**src/rtl/bundle_pair_pkg.sv**
```systemverilog
// Shared types for the operand pair packer: FSM state and the default bundle layout.
// Latency: n/a (types and constants only).
// Backpressure: n/a.
package bundle_pair_pkg;

  localparam int W_DEFAULT = 4;

  typedef enum logic {
    EMPTY = 1'b0,
    HALF  = 1'b1
  } state_e;

  typedef struct packed {
    logic [W_DEFAULT-1:0] in1;
    logic [W_DEFAULT-1:0] in2;
  } pair_t;

endpackage

```
**src/rtl/bundle_pair_packer_if.sv**
```systemverilog
// Operand-beat input and bundle output handshake bundle for the pair packer.
// Latency: n/a (wiring only).
// Backpressure: in_ready/out_ready carried as plain valid/ready signals.
interface bundle_pair_packer_if #(
  parameter int W     = 4,
  parameter int DEPTH = 2
) ();
  localparam int CW = $clog2(DEPTH + 1);

  logic          in_valid;
  logic          in_ready;
  logic [W-1:0]  in_data;
  logic          clear;
  logic          out_valid;
  logic          out_ready;
  logic [W-1:0]  out_in1;
  logic [W-1:0]  out_in2;
  logic [CW-1:0] count;

  // Operand source and bundle consumer side.
  modport master (
    output in_valid, in_data, clear, out_ready,
    input  in_ready, out_valid, out_in1, out_in2, count
  );

  // Packer side.
  modport slave (
    input  in_valid, in_data, clear, out_ready,
    output in_ready, out_valid, out_in1, out_in2, count
  );
endinterface

```
**src/rtl/bundle_pair_fifo.sv**
```systemverilog
// Circular bundle buffer: storage, read/write pointers and occupancy count.
// Latency: a push is visible at the head one cycle later when the buffer was empty.
// Backpressure: caller must not push when full nor pop when empty; push and pop may coincide.
module bundle_pair_fifo
  import bundle_pair_pkg::*;
#(
  parameter int  DEPTH = 2,
  parameter type T     = pair_t
) (
  input  logic                       clock,
  input  logic                       reset,
  input  logic                       push_i,
  input  T                           push_dat_i,
  input  logic                       pop_i,
  output T                           head_o,
  output logic [$clog2(DEPTH+1)-1:0] count_o
);
  localparam int PW = (DEPTH > 1) ? $clog2(DEPTH) : 1;
  localparam int CW = $clog2(DEPTH + 1);
  localparam logic [PW-1:0] PTR_LAST = PW'(DEPTH - 1);

  T              mem_q [DEPTH];
  logic [PW-1:0] wr_ptr_q, wr_ptr_d;
  logic [PW-1:0] rd_ptr_q, rd_ptr_d;
  logic [CW-1:0] count_q, count_d;

  // Explicit wrap keeps DEPTH=1 correct where a 1-bit pointer would not wrap to zero.
  function automatic logic [PW-1:0] ptr_inc(input logic [PW-1:0] p);
    return (p == PTR_LAST) ? '0 : p + PW'(1);
  endfunction

  // Next pointer and occupancy values from the push/pop strobes.
  always_comb begin
    wr_ptr_d = wr_ptr_q;
    rd_ptr_d = rd_ptr_q;
    count_d  = count_q;
    if (push_i) wr_ptr_d = ptr_inc(wr_ptr_q);
    if (pop_i)  rd_ptr_d = ptr_inc(rd_ptr_q);
    case ({push_i, pop_i})
      2'b10:   count_d = count_q + CW'(1);
      2'b01:   count_d = count_q - CW'(1);
      default: count_d = count_q;
    endcase
  end

  // Pointer and count registers; cleared asynchronously so nothing survives a reset.
  always_ff @(posedge clock or posedge reset) begin
    if (reset) begin
      wr_ptr_q <= '0;
      rd_ptr_q <= '0;
      count_q  <= '0;
    end else begin
      wr_ptr_q <= wr_ptr_d;
      rd_ptr_q <= rd_ptr_d;
      count_q  <= count_d;
    end
  end

  // Bundle storage; contents are meaningless while count is zero, so no reset.
  always_ff @(posedge clock) begin
    if (push_i) mem_q[wr_ptr_q] <= push_dat_i;
  end

  assign head_o  = mem_q[rd_ptr_q];
  assign count_o = count_q;

endmodule

```
**src/rtl/bundle_pair_packer.sv**
```systemverilog
// Packs consecutive operand beats into {in1, in2} bundles and queues them for a consumer.
// Latency: bundle at the FIFO head the cycle after its second beat is accepted.
// Backpressure: first beat always taken; second beat waits for a free FIFO slot; clear blocks input.
module bundle_pair_packer
  import bundle_pair_pkg::*;
#(
  parameter int W     = W_DEFAULT,
  parameter int DEPTH = 2
) (
  input logic                 clock,
  input logic                 reset,
  bundle_pair_packer_if.slave bus
);
  localparam int CW = $clog2(DEPTH + 1);

  typedef struct packed {
    logic [W-1:0] in1;
    logic [W-1:0] in2;
  } pair_w_t;

  state_e        state_q, state_d;
  logic [W-1:0]  hold_q, hold_d;
  logic          accept;
  logic          push;
  logic          pop;
  logic          full;
  pair_w_t       push_dat;
  pair_w_t       head;
  logic [CW-1:0] fifo_count;

  // in_ready depends only on registered state plus reset/clear, never on out_ready.
  assign full         = (fifo_count == CW'(DEPTH));
  assign bus.in_ready = !reset && !bus.clear && ((state_q == EMPTY) || !full);
  assign accept       = bus.in_valid && bus.in_ready;
  assign bus.out_valid = (fifo_count != '0);
  assign pop          = bus.out_valid && bus.out_ready;
  assign push_dat     = '{in1: hold_q, in2: bus.in_data};

  // Pair assembly: hold the first beat, emit a bundle on the second; clear drops a held beat.
  always_comb begin
    state_d = state_q;
    hold_d  = hold_q;
    push    = 1'b0;
    if (bus.clear) begin
      state_d = EMPTY;
    end else if (accept) begin
      if (state_q == EMPTY) begin
        hold_d  = bus.in_data;
        state_d = HALF;
      end else begin
        push    = 1'b1;
        state_d = EMPTY;
      end
    end
  end

  // FSM state and held first operand.
  always_ff @(posedge clock or posedge reset) begin
    if (reset) begin
      state_q <= EMPTY;
      hold_q  <= '0;
    end else begin
      state_q <= state_d;
      hold_q  <= hold_d;
    end
  end

  bundle_pair_fifo #(
    .DEPTH (DEPTH),
    .T     (pair_w_t)
  ) u_fifo (
    .clock      (clock),
    .reset      (reset),
    .push_i     (push),
    .push_dat_i (push_dat),
    .pop_i      (pop),
    .head_o     (head),
    .count_o    (fifo_count)
  );

  assign bus.out_in1 = head.in1;
  assign bus.out_in2 = head.in2;
  assign bus.count   = fifo_count;

endmodule

```
**src/flat_wrapper.sv**
```systemverilog
// flat-port wrapper written by rule: the top's interface ports become plain ports
module bundle_pair_packer_flat import bundle_pair_pkg::*;
#(
  parameter int W     = W_DEFAULT,
  parameter int DEPTH = 2
)
  (clock, reset, bus_in_valid, bus_in_data, bus_clear, bus_out_ready, bus_in_ready, bus_out_valid, bus_out_in1, bus_out_in2, bus_count);
  bundle_pair_packer_if #(.W(W), .DEPTH(DEPTH)) bus_i ();
  input logic clock;
  input logic reset;
  input wire logic [$bits(bus_i.in_valid)-1:0] bus_in_valid;
  input wire logic [$bits(bus_i.in_data)-1:0] bus_in_data;
  input wire logic [$bits(bus_i.clear)-1:0] bus_clear;
  input wire logic [$bits(bus_i.out_ready)-1:0] bus_out_ready;
  output wire logic [$bits(bus_i.in_ready)-1:0] bus_in_ready;
  output wire logic [$bits(bus_i.out_valid)-1:0] bus_out_valid;
  output wire logic [$bits(bus_i.out_in1)-1:0] bus_out_in1;
  output wire logic [$bits(bus_i.out_in2)-1:0] bus_out_in2;
  output wire logic [$bits(bus_i.count)-1:0] bus_count;
  assign bus_i.in_valid = bus_in_valid;
  assign bus_i.in_data = bus_in_data;
  assign bus_i.clear = bus_clear;
  assign bus_i.out_ready = bus_out_ready;
  assign bus_in_ready = bus_i.in_ready;
  assign bus_out_valid = bus_i.out_valid;
  assign bus_out_in1 = bus_i.out_in1;
  assign bus_out_in2 = bus_i.out_in2;
  assign bus_count = bus_i.count;
  bundle_pair_packer #(.W(W), .DEPTH(DEPTH)) u_core (.clock(clock), .reset(reset), .bus(bus_i));
endmodule
```
**config.mk**
```make
export PLATFORM = sky130hd
export DESIGN_NAME = bundle_pair_packer_flat
export DESIGN_NICKNAME = d
export VERILOG_FILES = /design/src/rtl/bundle_pair_pkg.sv /design/src/rtl/bundle_pair_packer_if.sv /design/src/rtl/bundle_pair_fifo.sv /design/src/rtl/bundle_pair_packer.sv /design/src/flat_wrapper.sv
export SDC_FILE = /design/constraint.sdc
export NUM_CORES = 1
export LEC_CHECK = 0
export ABC_AREA = 1
export ABC_CLOCK_PERIOD_IN_PS = 2200
export CAP_MARGIN = 10
export CELL_PAD_IN_SITES_DETAIL_PLACEMENT = 1
export CELL_PAD_IN_SITES_GLOBAL_PLACEMENT = 2
export CORE_MARGIN = 1
export CORE_UTILIZATION = 33
export DETAILED_ROUTE_END_ITERATION = 8
export GPL_TIMING_DRIVEN = 0
export PLACE_DENSITY = 0.77
export SETUP_SLACK_MARGIN = 0.05
export SLEW_MARGIN = 5
export SYNTH_ARGS = -nofsm -noshare
export SYNTH_HDL_FRONTEND = slang
export SYNTH_SLANG_ARGS = --single-unit
```
**constraint.sdc**
```tcl
create_clock -name clock -period 2.2 [get_ports clock]
set_clock_uncertainty 0.15 [all_clocks]
set_input_delay 0.22 -clock clock [delete_from_list [all_inputs] [get_ports clock]]
set_output_delay 0.22 -clock clock [all_outputs]
set_load 0.02 [all_outputs]
```
Word level (Yosys, flattened, before mapping) --
Memory sizes are Yosys's and may differ from the RTL's. Index checks and enable logic that the tools add are counted.
Storage, ports and cells: input bits 9, output and inout port bits 12, memory bits (writable) 16, word-level logic and storage cells 38, register bits 9, memories 1
Memories:
- u_core.u_fifo.mem_q | depth 2, bits a word 8, read ports 1, clocked after Yosys merged registers in 0, wr ports 1, RTL line bundle_pair_fifo.sv:22 | T mem_q [DEPTH];
Cells by class: reduce and logical (&&, ||, !) cells 12, add/subtract/negate cells 4, multiplexer cells 11, equal/unequal tests 3, bitwise operators 2
Operators by type and width (number):
- 1-bit 2-to-1 mux | 10
- 2-bit nonzero test | 3
- 2-bit equality test (second input constant) | 2
- 1-bit logical AND | 4
- 2-bit one-hot mux with 2 select lines | 1
- 1-bit zero test | 3
- 3-bit AND reduction | 1
- 1-bit adder (second input constant) | 2
- 2-bit by 1-bit adder with 2-bit output (second input constant) | 1
- 2-bit by 1-bit equality test with 1-bit output (second input constant) | 1
- 1-bit NOT | 2
- 2-bit by 1-bit subtractor with 2-bit output (second input constant) | 1
- 1-bit logical OR | 1

Depth between registers and ports, before layout --
depth in word-level cells 9, mapped depth 8

Cells and area by module --
A second synthesis with hierarchy kept.
Unflattened totals: cell total of the unflattened synthesis 99, area total of the unflattened synthesis 1096.1 um^2
By module, submodules not included:
- bundle_pair_fifo | instances 1, sequential area each 580.6 um^2, cells an instance 65, area an instance 822.0 um^2
- bundle_pair_packer | instances 1, sequential area each 125.1 um^2, cells an instance 34, area an instance 274.0 um^2

Worst setup path before layout --
No wires, ideal clock.
path kind flip-flop to flip-flop, from register u_core.u_fifo.count_q[0], in the netlist u_core.u_fifo.count_o[0], to register u_core.u_fifo.count_q[1], in the netlist u_core.u_fifo.count_o[1], period minus slack after synthesis 1.790 ns, arrival 1.518 ns, required time 1.928 ns, slack 0.410 ns, stages on the path, launching flop included 9, path buffers 0, cell sequence dfrtp_1 -> inv_2 -> nand2_1 -> nand2_1 -> inv_1 -> ha_1 -> a21oi_1 -> nand2_1 -> xor2_1
Between the ends: elaborated cells between the ends (all ways) 15, those cells by class 2 x add/sub; 3 x eq/ne; 3 x mux; 7 x reduce/logical
RTL lines:
- from (decl) | RTL line bundle_pair_fifo.sv:25 | logic [CW-1:0] count_q, count_d;
- from (signal assigned) | RTL line bundle_pair_fifo.sv:55 | count_q <= count_d;
- 2-bit nonzero test * | RTL line bundle_pair_packer.sv:35 | assign bus.out_valid = (fifo_count != '0);
- via bus_out_valid | RTL line flat_wrapper.sv:16 | output wire logic [$bits(bus_i.out_valid)-1:0] bus_out_valid;
- 1-bit logical AND * | RTL line bundle_pair_packer.sv:36 | assign pop = bus.out_valid && bus.out_ready;
- via u_core.pop | RTL line bundle_pair_packer.sv:25 | logic pop;
- 2-bit by 1-bit equality test with 1-bit output / 2-bit equality test (equally long branches) | RTL line bundle_pair_fifo.sv:39 | case ({push_i, pop_i})
- 2-bit one-hot mux with 2 select lines / 2-bit nonzero test (equally long branches)
Mark *: on every way through the listed nets, which the timed path passes. The rest lies on a longest branch. A chain may end at the register's enable or synchronous reset.

Worst setup path in the final report --
from register u_core.u_fifo.rd_ptr_q, to output port bus_out_in2[3]
Between the ends: longest elaborated chain between the ends 1
RTL lines:
- from (decl) | RTL line bundle_pair_fifo.sv:24 | logic [PW-1:0] rd_ptr_q, rd_ptr_d;
- from (signal assigned) | RTL line bundle_pair_fifo.sv:54 | rd_ptr_q <= rd_ptr_d;
- memory 2 x 8 bit
- to (decl) | RTL line flat_wrapper.sv:18 | output wire logic [$bits(bus_i.out_in2)-1:0] bus_out_in2;
Every way passes these cells.

==> reports/metrics.csv <==
metric,value,unit
status,finished with violations,
violations,DRC,
grtUsageMet1,0.149,
drt_wl_total,1850,um
cts_buffers,3,
nets,114,
die_area,3400,sq um
die_h,58.3,um
core_area,3030,sq um
netlist_instances,79,
grt_pass1_vias,638,
hpwl,1350,um
synth_ff_type,edfxtp_1,
io_pins,21,
yosys_register_bits,25,
grt_use_met2,0.200,
grt_pass1_wl,2910,um
syn_avg_cell_area,13.2,sq um
synth_area_leaders,"edfxtp_1 (46%), dfrtp_1 (22%), mux2_2 (8.6%)",
cts_tree,built,
gp_congestion,0.657,
start_kind,register,
slew_headroom,0.495,
row_count,20,
clkTransAtPathRegs,140,ps
top_usage_layer,met2,
crit_chain,"buf_4, mux2_2, clkdlybuf4s50_1",
path_class,reg -> out,
drtIter0Drc,14,
whs,88.0,ps
tns,0,ps
antenna_found_initial,0,
critical_path.max_stage_delay,530,ps
powerDensity,977,nW/um^2
drv_slew,0,
critPathRequiredTime,1830,ps
vias_per_cell,4.22,
die_x,58.3,um
min_period,2070,ps
synth_top_area_cell,edfxtp_1,
hold_class,in -> async,
cts-root-buf,clkbuf_4,
clockBufferDepth,2,
postCtsHoldBufs,0,
yosysTopAreaCellShare,0.459,
setup_viol,0,
syn_area,1050,sq um
pre_cts_slack,52.6,ps
fin_util,0.445,
setup_ws,127,ps
synthArstFlopShare,0.360,
yosysUniqueCellTypes,19,
tightest_slew,755,ps
yosysWarnings,0,
drc,2,
path_buf_inv,2,
portBuffers,20,
vdd_ir_drop_max,0.000304,V
crit_family,buffers and inverters,
cts_setup_buffers,0,
area_growth,28.7,%
ys_seq_area_frac,0.675,
insertion_delay,310,ps
wl_per_cell,12.6,um
p_leak,0.601,nW
total_power,1.32,mW
syn_nets,89,
grt_max_degree,15,
max_cap_violations,0,
synth_edf_count,16,
fmax,0.482,GHz
cts_resized,0,
grt_use_met3,0.0286,
cts_sinks,25,
drive_gt1_frac,0.175,
dr.pass1.iters,6,
ctsHtreeMaxLevel,1,
drt.antenna.violating_nets,0,
fin_crit_sh,0.942,
gr-total-overflow,0,
grtUsageTotal,0.123,
rsz0062_at_grt,no,
vias,621,
hold_violations,0,
slowest_stage,clkdlybuf4s50_1,
endpoint_kind,output pin,
crit_arrival,1700,ps
n_antenna_cell,0,
critPathMaxFanout,9,
initial_utilization,0.345,
per-layer routing:
layer / vias up / part of all wire
met2: 15 / 0.49
li1: 305 / -
met5: - / 0
met4: 0 / 0.017
met1: 299 / 0.45
met3: 2 / 0.036
final cells by class:
cell class | count | area (sq um)
clock buffer | 3 | 22.5
tap | 44 | 55.1
buffer | 1 | 7.51
inverter | 14 | 52.6
fill | 333 | 1680
sequential | 25 | 706
multi-input combinational | 39 | 280
clock inverter | 1 | 5.00
timing repair buffer | 20 | 218
stage by stage:
step / cell area [sq um] / cells
6_report: 1350 / 147
5_1_grt: 1350 / 147
4_1_cts: 1330 / 147
3_5_place_dp: 1300 / 143
3_3_place_gp: 1300 / 143
2_1_floorplan: 1050 / 79
worst reg2reg max path: stages, from the launching register on:
cell and delay, ps:
dfrtp_1 460, inv_2 80, nand2_2 80, nand4_4 90, nor2_1 600
power by group:
| group | switching, mW | internal, mW | leakage (nW) |
|---|---|---|---|
| Sequential | 0.0463 | 0.566 | 0.255 |
| Clock | 0.137 | 0.0679 | 0.0177 |
| Combinational | 0.252 | 0.246 | 0.328 |
| Total | 0.435 | 0.881 | 0.601 |
worst paths after layout:
| check | startpoint | to | slack, ps | cells past startpoint |
|---|---|---|---|---|
| max in group asynchronous | reset | u_core.hold_q[2]$_DFFE_PP0P_ | 1490 | 2 |
| min in group clock | u_core.hold_q[2]$_DFFE_PP0P_ | u_core.u_fifo.mem_q[1][6]$_DFFE_PP_ | 340 | 0 |
| worst min register to register | u_core.hold_q[2]$_DFFE_PP0P_ | u_core.u_fifo.mem_q[1][6]$_DFFE_PP_ | 340 | 0 |
| worst min-delay path | reset | u_core.hold_q[3]$_DFFE_PP0P_ | 90 | 2 |
| worst max register to register | u_core.u_fifo.count_o[0]$_DFFE_PP0P_ | u_core.u_fifo.mem_q[1][6]$_DFFE_PP_ | 400 | 4 |
| worst max-delay path | u_core.u_fifo.rd_ptr_q$_DFFE_PP0P_ | bus_out_in2[3] | 130 | 3 |
layout by cell type, fill, tap and decap left out:
cell type	n
nand2_1	14
clkbuf_4	3
nand4_4	2
inv_1	12
ha_1	1
clkinv_1	1
edfxtp_1	16
nor2_1	2
mux2_2	8
dfrtp_1	9
nand2_2	1
inv_2	1
o21ai_1	4
buf_4	1
nand3_1	1
clkdlybuf4s50_1	13
a21oi_1	1
nor2_2	1
or2_1	1
clkinv_2	1
xor2_1	1
xnor2_1	2
dlymetal6s2s_1	7
flip-flops by register name (all words and copies together), names as in the netlist:
signal / flops
u_core.hold_q: 4
u_core.state_q: 1
u_core.u_fifo.count_o: 2
u_core.u_fifo.mem_q: 16
u_core.u_fifo.rd_ptr_q: 1
u_core.u_fifo.wr_ptr_q: 1
Yosys cell counts (2+ instances only):
master     n
mux2_2     8
xnor2_1    2
edfxtp_1  16
nand4_4    2
inv_1     12
nor2_1     2
o21ai_1    4
dfrtp_1    9
nand2_1   14
cells by family after synthesis:
family                     after synthesis  synth area share
xor gates and xnor gates                 3            0.0251
and+or+nand+nor                         22             0.121
DFF                                     25             0.675
adders and majority gates                1            0.0120
buffers and inverters                   15            0.0574
AOI/OAI and AO/OA                        5            0.0239
muxes                                    8            0.0861
No activity file was read; power rests on OpenSTA's default activity.
